**config.mk**
```make
export PLATFORM = sky130hd
export DESIGN_NAME = viterbi_frame_decoder
export DESIGN_NICKNAME = d
export VERILOG_FILES = /design/src/rtl/decoder_pkg.sv /design/src/rtl/viterbi_acs.sv /design/src/rtl/viterbi_frame_decoder.sv
export SDC_FILE = /design/constraint.sdc
export NUM_CORES = 1
export LEC_CHECK = 0
export CORE_MARGIN = 1
export CORE_UTILIZATION = 55
export CTS_BUF_LIST = sky130_fd_sc_hd__clkbuf_8
export DETAILED_ROUTE_END_ITERATION = 7
export PLACE_DENSITY = 0.72
export SKIP_LAST_GASP = 1
export SYNTH_ARGS = -nofsm -noshare
export SYNTH_HDL_FRONTEND = slang
export SYNTH_SLANG_ARGS = --single-unit
```
**constraint.sdc**
```tcl
create_clock -name clk_p_i -period 5.4 [get_ports clk_p_i]
set_input_delay 1.08 -clock clk_p_i [delete_from_list [all_inputs] [get_ports clk_p_i]]
set_output_delay 1.08 -clock clk_p_i [all_outputs]
set_load 0.05 [all_outputs]
```
**src/rtl/decoder_pkg.sv**
```systemverilog
// Shared constants, types and helpers for the K=3, rate-1/2 Viterbi frame decoder.
// Code polynomials are g0=7, g1=5 over the shift register {u, s[1], s[0]}.
package decoder_pkg;

  localparam int K          = 3;
  localparam int NUM_STATES = 4;
  localparam logic [2:0] G0 = 3'b111;
  localparam logic [2:0] G1 = 3'b101;

  typedef logic [1:0] state_t;

  typedef enum logic [2:0] {
    IDLE  = 3'd0,
    LOAD  = 3'd1,
    ACS   = 3'd2,
    TRACE = 3'd3,
    DONE  = 3'd4
  } fsm_t;

  function automatic int clog2(input int value);
    int res;
    res = 0;
    for (int x = value - 1; x > 0; x = x >> 1) begin
      res = res + 1;
    end
    return res;
  endfunction

  // Expected coded pair {c0, c1} leaving state s with input bit u.
  function automatic logic [1:0] code_pair(input state_t s, input logic u);
    logic [2:0] sr;
    sr = {u, s};
    return {^(sr & G0), ^(sr & G1)};
  endfunction

  function automatic logic [1:0] hamming2(input logic [1:0] a, input logic [1:0] b);
    logic [1:0] d;
    d = a ^ b;
    return {1'b0, d[1]} + {1'b0, d[0]};
  endfunction

endpackage

```
**src/rtl/viterbi_acs.sv**
```systemverilog
// Combinational add-compare-select for one trellis step of the 4-state code.
// Predecessors of next state {a,b} are {b,0} and {b,1}; ties keep {b,0}.
module viterbi_acs
  import decoder_pkg::*;
#(
  parameter int MET_W = 6
) (
  input  logic [3:0][MET_W-1:0] pm_i,
  input  logic [1:0]            rx_i,
  output logic [3:0][MET_W-1:0] pm_o,
  output logic [3:0]            dec_o
);

  logic [3:0][MET_W-1:0] m0_s;
  logic [3:0][MET_W-1:0] m1_s;

  function automatic logic [MET_W-1:0] sat_add(input logic [MET_W-1:0] a, input logic [1:0] b);
    logic [MET_W:0] sum;
    sum = {1'b0, a} + {{(MET_W-1){1'b0}}, b};
    if (sum[MET_W]) begin
      return {MET_W{1'b1}};
    end else begin
      return sum[MET_W-1:0];
    end
  endfunction

  // Candidate metrics from both predecessors, then select the smaller one.
  always_comb begin
    m0_s  = '0;
    m1_s  = '0;
    pm_o  = '0;
    dec_o = 4'b0000;
    for (int ns = 0; ns < NUM_STATES; ns++) begin
      m0_s[ns] = sat_add(pm_i[{ns[0], 1'b0}], hamming2(code_pair({ns[0], 1'b0}, ns[1]), rx_i));
      m1_s[ns] = sat_add(pm_i[{ns[0], 1'b1}], hamming2(code_pair({ns[0], 1'b1}, ns[1]), rx_i));
      if (m1_s[ns] < m0_s[ns]) begin
        pm_o[ns]  = m1_s[ns];
        dec_o[ns] = 1'b1;
      end else begin
        pm_o[ns]  = m0_s[ns];
        dec_o[ns] = 1'b0;
      end
    end
  end

endmodule

```
**src/rtl/viterbi_frame_decoder.sv**
```systemverilog
// Hard-decision Viterbi decoder for a terminated rate-1/2 K=3 frame received over
// NUM_BEATS beats; reports the decoded message, winning path metric and truncation.
module viterbi_frame_decoder
  import decoder_pkg::*;
#(
  parameter int  MSG_LEN   = 16,
  parameter int  BEAT_W    = 12,
  localparam int NUM_BEATS = 2 * (MSG_LEN + 2) / BEAT_W,
  localparam int MET_W     = clog2(2 * (MSG_LEN + 2) + 1)
) (
  input  logic               clk_p_i,
  input  logic               reset_p_i,
  input  logic               start_i,
  input  logic [BEAT_W-1:0]  data_i,
  output logic               busy_o,
  output logic [MSG_LEN-1:0] data_o,
  output logic [MET_W-1:0]   metric_o,
  output logic               done_o,
  output logic               frame_err_o
);

  localparam int STEPS = MSG_LEN + 2;
  localparam int CW_W  = 2 * STEPS;
  localparam int SW    = clog2(STEPS);
  localparam int CNT_W = clog2(NUM_BEATS + 1);
  localparam logic [3:0][MET_W-1:0] PM_INIT = {{(3 * MET_W){1'b1}}, {MET_W{1'b0}}};

  if (((BEAT_W % 2) != 0) || (((2 * (MSG_LEN + 2)) % BEAT_W) != 0)) begin : g_param_check
    $error("viterbi_frame_decoder: BEAT_W must be even and divide 2*(MSG_LEN+2)");
  end

  fsm_t                    state_q, state_d;
  logic [CNT_W-1:0]        cnt_q, cnt_d;
  logic [CW_W-1:0]         cw_q, cw_d;
  logic [3:0][MET_W-1:0]   pm_q, pm_d;
  logic [STEPS-1:0][3:0]   surv_q, surv_d;
  logic [SW-1:0]           step_q, step_d;
  state_t                  cur_q, cur_d;
  logic [MSG_LEN-1:0]      msg_q, msg_d;
  logic                    busy_q, busy_d;
  logic                    done_q, done_d;
  logic                    ferr_q, ferr_d;
  logic [MSG_LEN-1:0]      data_q, data_d;
  logic [MET_W-1:0]        metric_q, metric_d;

  logic [CW_W+BEAT_W-1:0]  cw_shift_s;
  logic [3:0][MET_W-1:0]   pm_acs_s;
  logic [3:0]              dec_s;

  assign cw_shift_s = {cw_q, data_i};

  // The received pair for the current step always sits in the top two bits of cw_q.
  viterbi_acs #(
    .MET_W (MET_W)
  ) u_acs (
    .pm_i  (pm_q),
    .rx_i  (cw_q[CW_W-1 -: 2]),
    .pm_o  (pm_acs_s),
    .dec_o (dec_s)
  );

  // Next-state and datapath logic for the load / ACS / traceback sequence.
  always_comb begin
    state_d  = state_q;
    cnt_d    = cnt_q;
    cw_d     = cw_q;
    pm_d     = pm_q;
    surv_d   = surv_q;
    step_d   = step_q;
    cur_d    = cur_q;
    msg_d    = msg_q;
    busy_d   = busy_q;
    done_d   = 1'b0;
    ferr_d   = 1'b0;
    data_d   = data_q;
    metric_d = metric_q;
    case (state_q)
      IDLE: begin
        // busy_q is still set during the done_o cycle, which keeps that cycle closed to new frames.
        if (start_i && !busy_q) begin
          cw_d   = cw_shift_s[CW_W-1:0];
          busy_d = 1'b1;
          if (NUM_BEATS == 1) begin
            state_d = ACS;
            pm_d    = PM_INIT;
            step_d  = '0;
            cnt_d   = '0;
          end else begin
            state_d = LOAD;
            cnt_d   = CNT_W'(1);
          end
        end else begin
          busy_d = 1'b0;
        end
      end
      LOAD: begin
        if (start_i) begin
          cw_d = cw_shift_s[CW_W-1:0];
          if (cnt_q == CNT_W'(NUM_BEATS - 1)) begin
            state_d = ACS;
            pm_d    = PM_INIT;
            step_d  = '0;
            cnt_d   = '0;
          end else begin
            cnt_d = cnt_q + CNT_W'(1);
          end
        end else begin
          state_d = IDLE;
          ferr_d  = 1'b1;
          busy_d  = 1'b0;
          cnt_d   = '0;
        end
      end
      ACS: begin
        cw_d           = {cw_q[CW_W-3:0], 2'b00};
        pm_d           = pm_acs_s;
        surv_d[step_q] = dec_s;
        if (step_q == SW'(STEPS - 1)) begin
          state_d = TRACE;
          cur_d   = 2'b00;
        end else begin
          step_d = step_q + SW'(1);
        end
      end
      TRACE: begin
        // Tail steps are walked but never shifted into the message.
        if (step_q < SW'(MSG_LEN)) begin
          msg_d = {cur_q[1], msg_q[MSG_LEN-1:1]};
        end else begin
          msg_d = msg_q;
        end
        cur_d = {cur_q[0], surv_q[step_q][cur_q]};
        if (step_q == '0) begin
          state_d = DONE;
        end else begin
          step_d = step_q - SW'(1);
        end
      end
      DONE: begin
        done_d   = 1'b1;
        data_d   = msg_q;
        metric_d = pm_q[0];
        state_d  = IDLE;
      end
      default: begin
        state_d = IDLE;
        busy_d  = 1'b0;
      end
    endcase
  end

  // State and output registers with synchronous reset.
  always_ff @(posedge clk_p_i) begin
    if (reset_p_i) begin
      state_q  <= IDLE;
      cnt_q    <= '0;
      cw_q     <= '0;
      pm_q     <= '0;
      surv_q   <= '0;
      step_q   <= '0;
      cur_q    <= 2'b00;
      msg_q    <= '0;
      busy_q   <= 1'b0;
      done_q   <= 1'b0;
      ferr_q   <= 1'b0;
      data_q   <= '0;
      metric_q <= '0;
    end else begin
      state_q  <= state_d;
      cnt_q    <= cnt_d;
      cw_q     <= cw_d;
      pm_q     <= pm_d;
      surv_q   <= surv_d;
      step_q   <= step_d;
      cur_q    <= cur_d;
      msg_q    <= msg_d;
      busy_q   <= busy_d;
      done_q   <= done_d;
      ferr_q   <= ferr_d;
      data_q   <= data_d;
      metric_q <= metric_d;
    end
  end

  assign busy_o      = busy_q;
  assign done_o      = done_q;
  assign frame_err_o = ferr_q;
  assign data_o      = data_q;
  assign metric_o    = metric_q;

endmodule

```
==> results.ini <==
[status]
status=complete, but fails checks
failed_checks=design-rule violations

[critical_path]
crit_slowest_cell=o31a_1
cpLargestDelayFamily=compound AO/OA/AOI/OAI gates
startpoint_type=flip-flop
worstSetupEndpointType=flip-flop
path_max_fanout=19
critPathMaxStageDelay_ns=0.68
critical_path_class=flip-flop to flip-flop
crit_buf_inv=3
crit_arrival_ns=4.82
crit_required_ns=5.80
crit_chain=inv_1 > ha_1 > inv_1 > ha_1 > nor2b_1 > o21ai_2 > a21oi_1 > or3b_2 > nand2_1 > ha_1 > a21o_1 > a21o_1 > a21oi_1 > o31a_1 > buf_4 > nand3_1 > a21oi_1

[final_layout]
num_antenna_cells=0
regArea_um2=3700
drive_gt1_frac=0.0701
filler_cell_count=1694
multi_input_area_um2=6160
syn2layout_area_growth_pct=8.32
nets=1327
design_area_um2=11100

[placed_design]
pre_cts_slack_ns=1.05
port_buffers=39
post_dp_cell_area_um2=10700
globalplace.congestion=0.933
hpwl_mm=16.8

[floorplan]
start_util=0.567
rows=49
die_x_um=139
fp.dieH_um=139
dieArea_um2=19300
fp.coreArea_um2=18100
io_pins=40

[yosys]
synth_compound_area_frac=0.204
synth_ff_type=dfxtp_1
async_reset_ff_frac=0
yosysMostFrequentCell=nand2_1
synth_area_leaders=dfxtp_1 (36%), nand2_1 (9.6%), a21oi_1 (5.8%), ha_1 (4.9%), nor2_1 (4.6%)
netlist.area_leader.share=0.360
synth_top_family_by_area=simple AND/OR/NAND/NOR gates
netlist-cell-type-count=73
ys_seq_elements=185
yosysTopAreaCell=dfxtp_1
synthXorXnorAreaFrac=0.0187
synth-edff-count=0
synthMuxAreaShare=0.0729
yosysWarningCount=0
syn_area_per_cell_um2=7.97
netlist_area_um2=10300
synth_commonest_cells=nand2_1 (264), dfxtp_1 (185), nor2_1 (125)
synth.net_count=1347
ys_seq_area_frac=0.360
synth-adder-area-share=0.0506
yosys.area_share.simple=0.251
syn_inst=1291

[sta]
totalNegativeSetupSlack_ns=0
fin_ws_ns=0.978
period_share=0.819
post-route-min-period_ns=4.42
max_slew_margin=0.263
rsz0062_at_grt=no
worstMarginPinSlew_ns=1.10
slew_violations=0
setup_viol=0
finClkSkew_ns=0.0135
final_hold_viol_count=0
fmax_ghz=0.226

[routing]
wirelength_mm=24.7
ant_nets=0
drc_errors=3
drt_iter0_drc=637
wl_per_cell_um=16.4
vias=9024
viasPerCell=5.96
dr.pass1.iters=7

[power_and_ir_drop]
power_density_nw_per_um2=322
power_leakage_nw=3.92
irDropWorstVdd_mv=0.214
power_mw=3.58

[global_route]
track_usage=0.261
antenna_found_initial=0
grt_pass1_vias=8377
grt_max_degree=114
grt_pass1_wl_mm=41.4
overflow=0

[clock_tree]
h-tree-depth=4
post_cts_resized=0
clock_latency_ns=0.48
clkSinkCount=185
cts.clk_slew.worst_paths_ns=0.11
cts_tree=yes
cts_buffers=17
cts-root-buf=clkbuf_8
holdBufCountCts=0
postCtsSetupBuffers=0
cts_buffer_depth=2

[worst_hold_path]
holdCritPathClass=flip-flop to flip-flop

[run]
drv_cap=0

-- where the power goes --
group / switching (mW) / internal [mW]
Clock: 0.578 / 0.400
Sequential: 0.0725 / 1.43
Combinational: 0.751 / 0.352
Total: 1.40 / 2.18
-- flip-flops by register name, summed over array words and instances (netlist names) --
register,cells
surv_q,72
cw_q,36
pm_q,24
data_o,16
msg_q,16
metric_o,6
step_q,5
state_q,3
cnt_q,2
cur_q,2
busy_o,1
done_o,1
frame_err_o,1
-- layout make-up --
class / count / area share
clock buffer: 17 / 0.0210
clock inverter: 15 / 0.0181
inverter: 14 / 0.00472
multi-input combinational: 1000 / 0.553
sequential: 185 / 0.333
tap: 229 / 0.0257
timing repair buffer: 53 / 0.0446
-- layer usage --
metal  global-route usage  up-vias  part of all wire
met5                    0        -                 0
met1                0.357     4216              0.48
li1                     -     4539                 -
met4               0.0772        0             0.015
met3               0.0373       32             0.044
met2                0.429      237              0.46
-- per-stage QoR --
| step | instances | hold WS (ns) | utilization |
|---|---|---|---|
| 3_3_place_gp | 1481 | 0.440 | 0.590 |
| 5_1_grt | 1513 | 0.477 | 0.614 |
| 4_1_cts | 1513 | 0.460 | 0.614 |
| 6_report | 1513 | 0.456 | 0.614 |
| 3_5_place_dp | 1481 | 0.444 | 0.590 |
| 2_1_floorplan | 1291 | 0.431 | - |
-- cells by family (layout without fill, tap and decap cells) --
kind of cell	after synthesis	after routing
AOI/OAI and AO/OA	304	304
and+or+nand+nor	570	570
muxes	63	63
DFF	185	185
adders and majority gates	41	41
buffers and inverters	106	99
xor gates and xnor gates	22	22
-- worst paths after layout --
kind                  from    endpoint  slack [ns]  cells after the start
setup / recovery  cw_q[35]  surv_q[27]        0.98                     17
hold / removal    msg_q[0]   data_o[0]        0.46                      2
setup reg to reg  cw_q[35]  surv_q[27]        0.98                     17
hold reg to reg   msg_q[0]   data_o[0]        0.46                      2
-- layout by cell type, fill, tap and decap left out, types with 5 or more instances in the layout --
master           instances
a31oi_1                  8
clkinv_8                 5
a311oi_1                36
ha_1                    40
mux2_2                  14
nor3_1                  17
inv_1                   14
o211ai_1                14
nor2b_1                 16
nand3_1                 54
nand2_1                264
a21o_1                  23
nand4_1                 13
a211oi_1                 8
o21ai_0                 19
a2111oi_0                5
o31a_1                  16
nand2b_1                24
dfxtp_1                184
and3_1                   7
o21bai_1                11
clkdlybuf4s50_1         38
buf_4                   14
xor2_1                  10
and2_1                   5
clkbuf_8                17
xnor2_1                 12
nor2_1                 125
mux4_2                   8
or3_1                    9
nand3b_1                 7
a21oi_1                118
mux2i_1                 40
-- worst reg2reg max path, stage by stage (launching register included) --
cell and delay [ns]:
dfxtp_1 0.47, inv_1 0.14, ha_1 0.39, inv_1 0.13
ha_1 0.24, nor2b_1 0.15, o21ai_2 0.21, a21oi_1 0.09
or3b_2 0.48, nand2_1 0.09, ha_1 0.23, a21o_1 0.15
a21o_1 0.16, a21oi_1 0.17, o31a_1 0.68, buf_4 0.31
nand3_1 0.09, a21oi_1 0.15
Note: power is estimated with default switching activity, not from simulation.
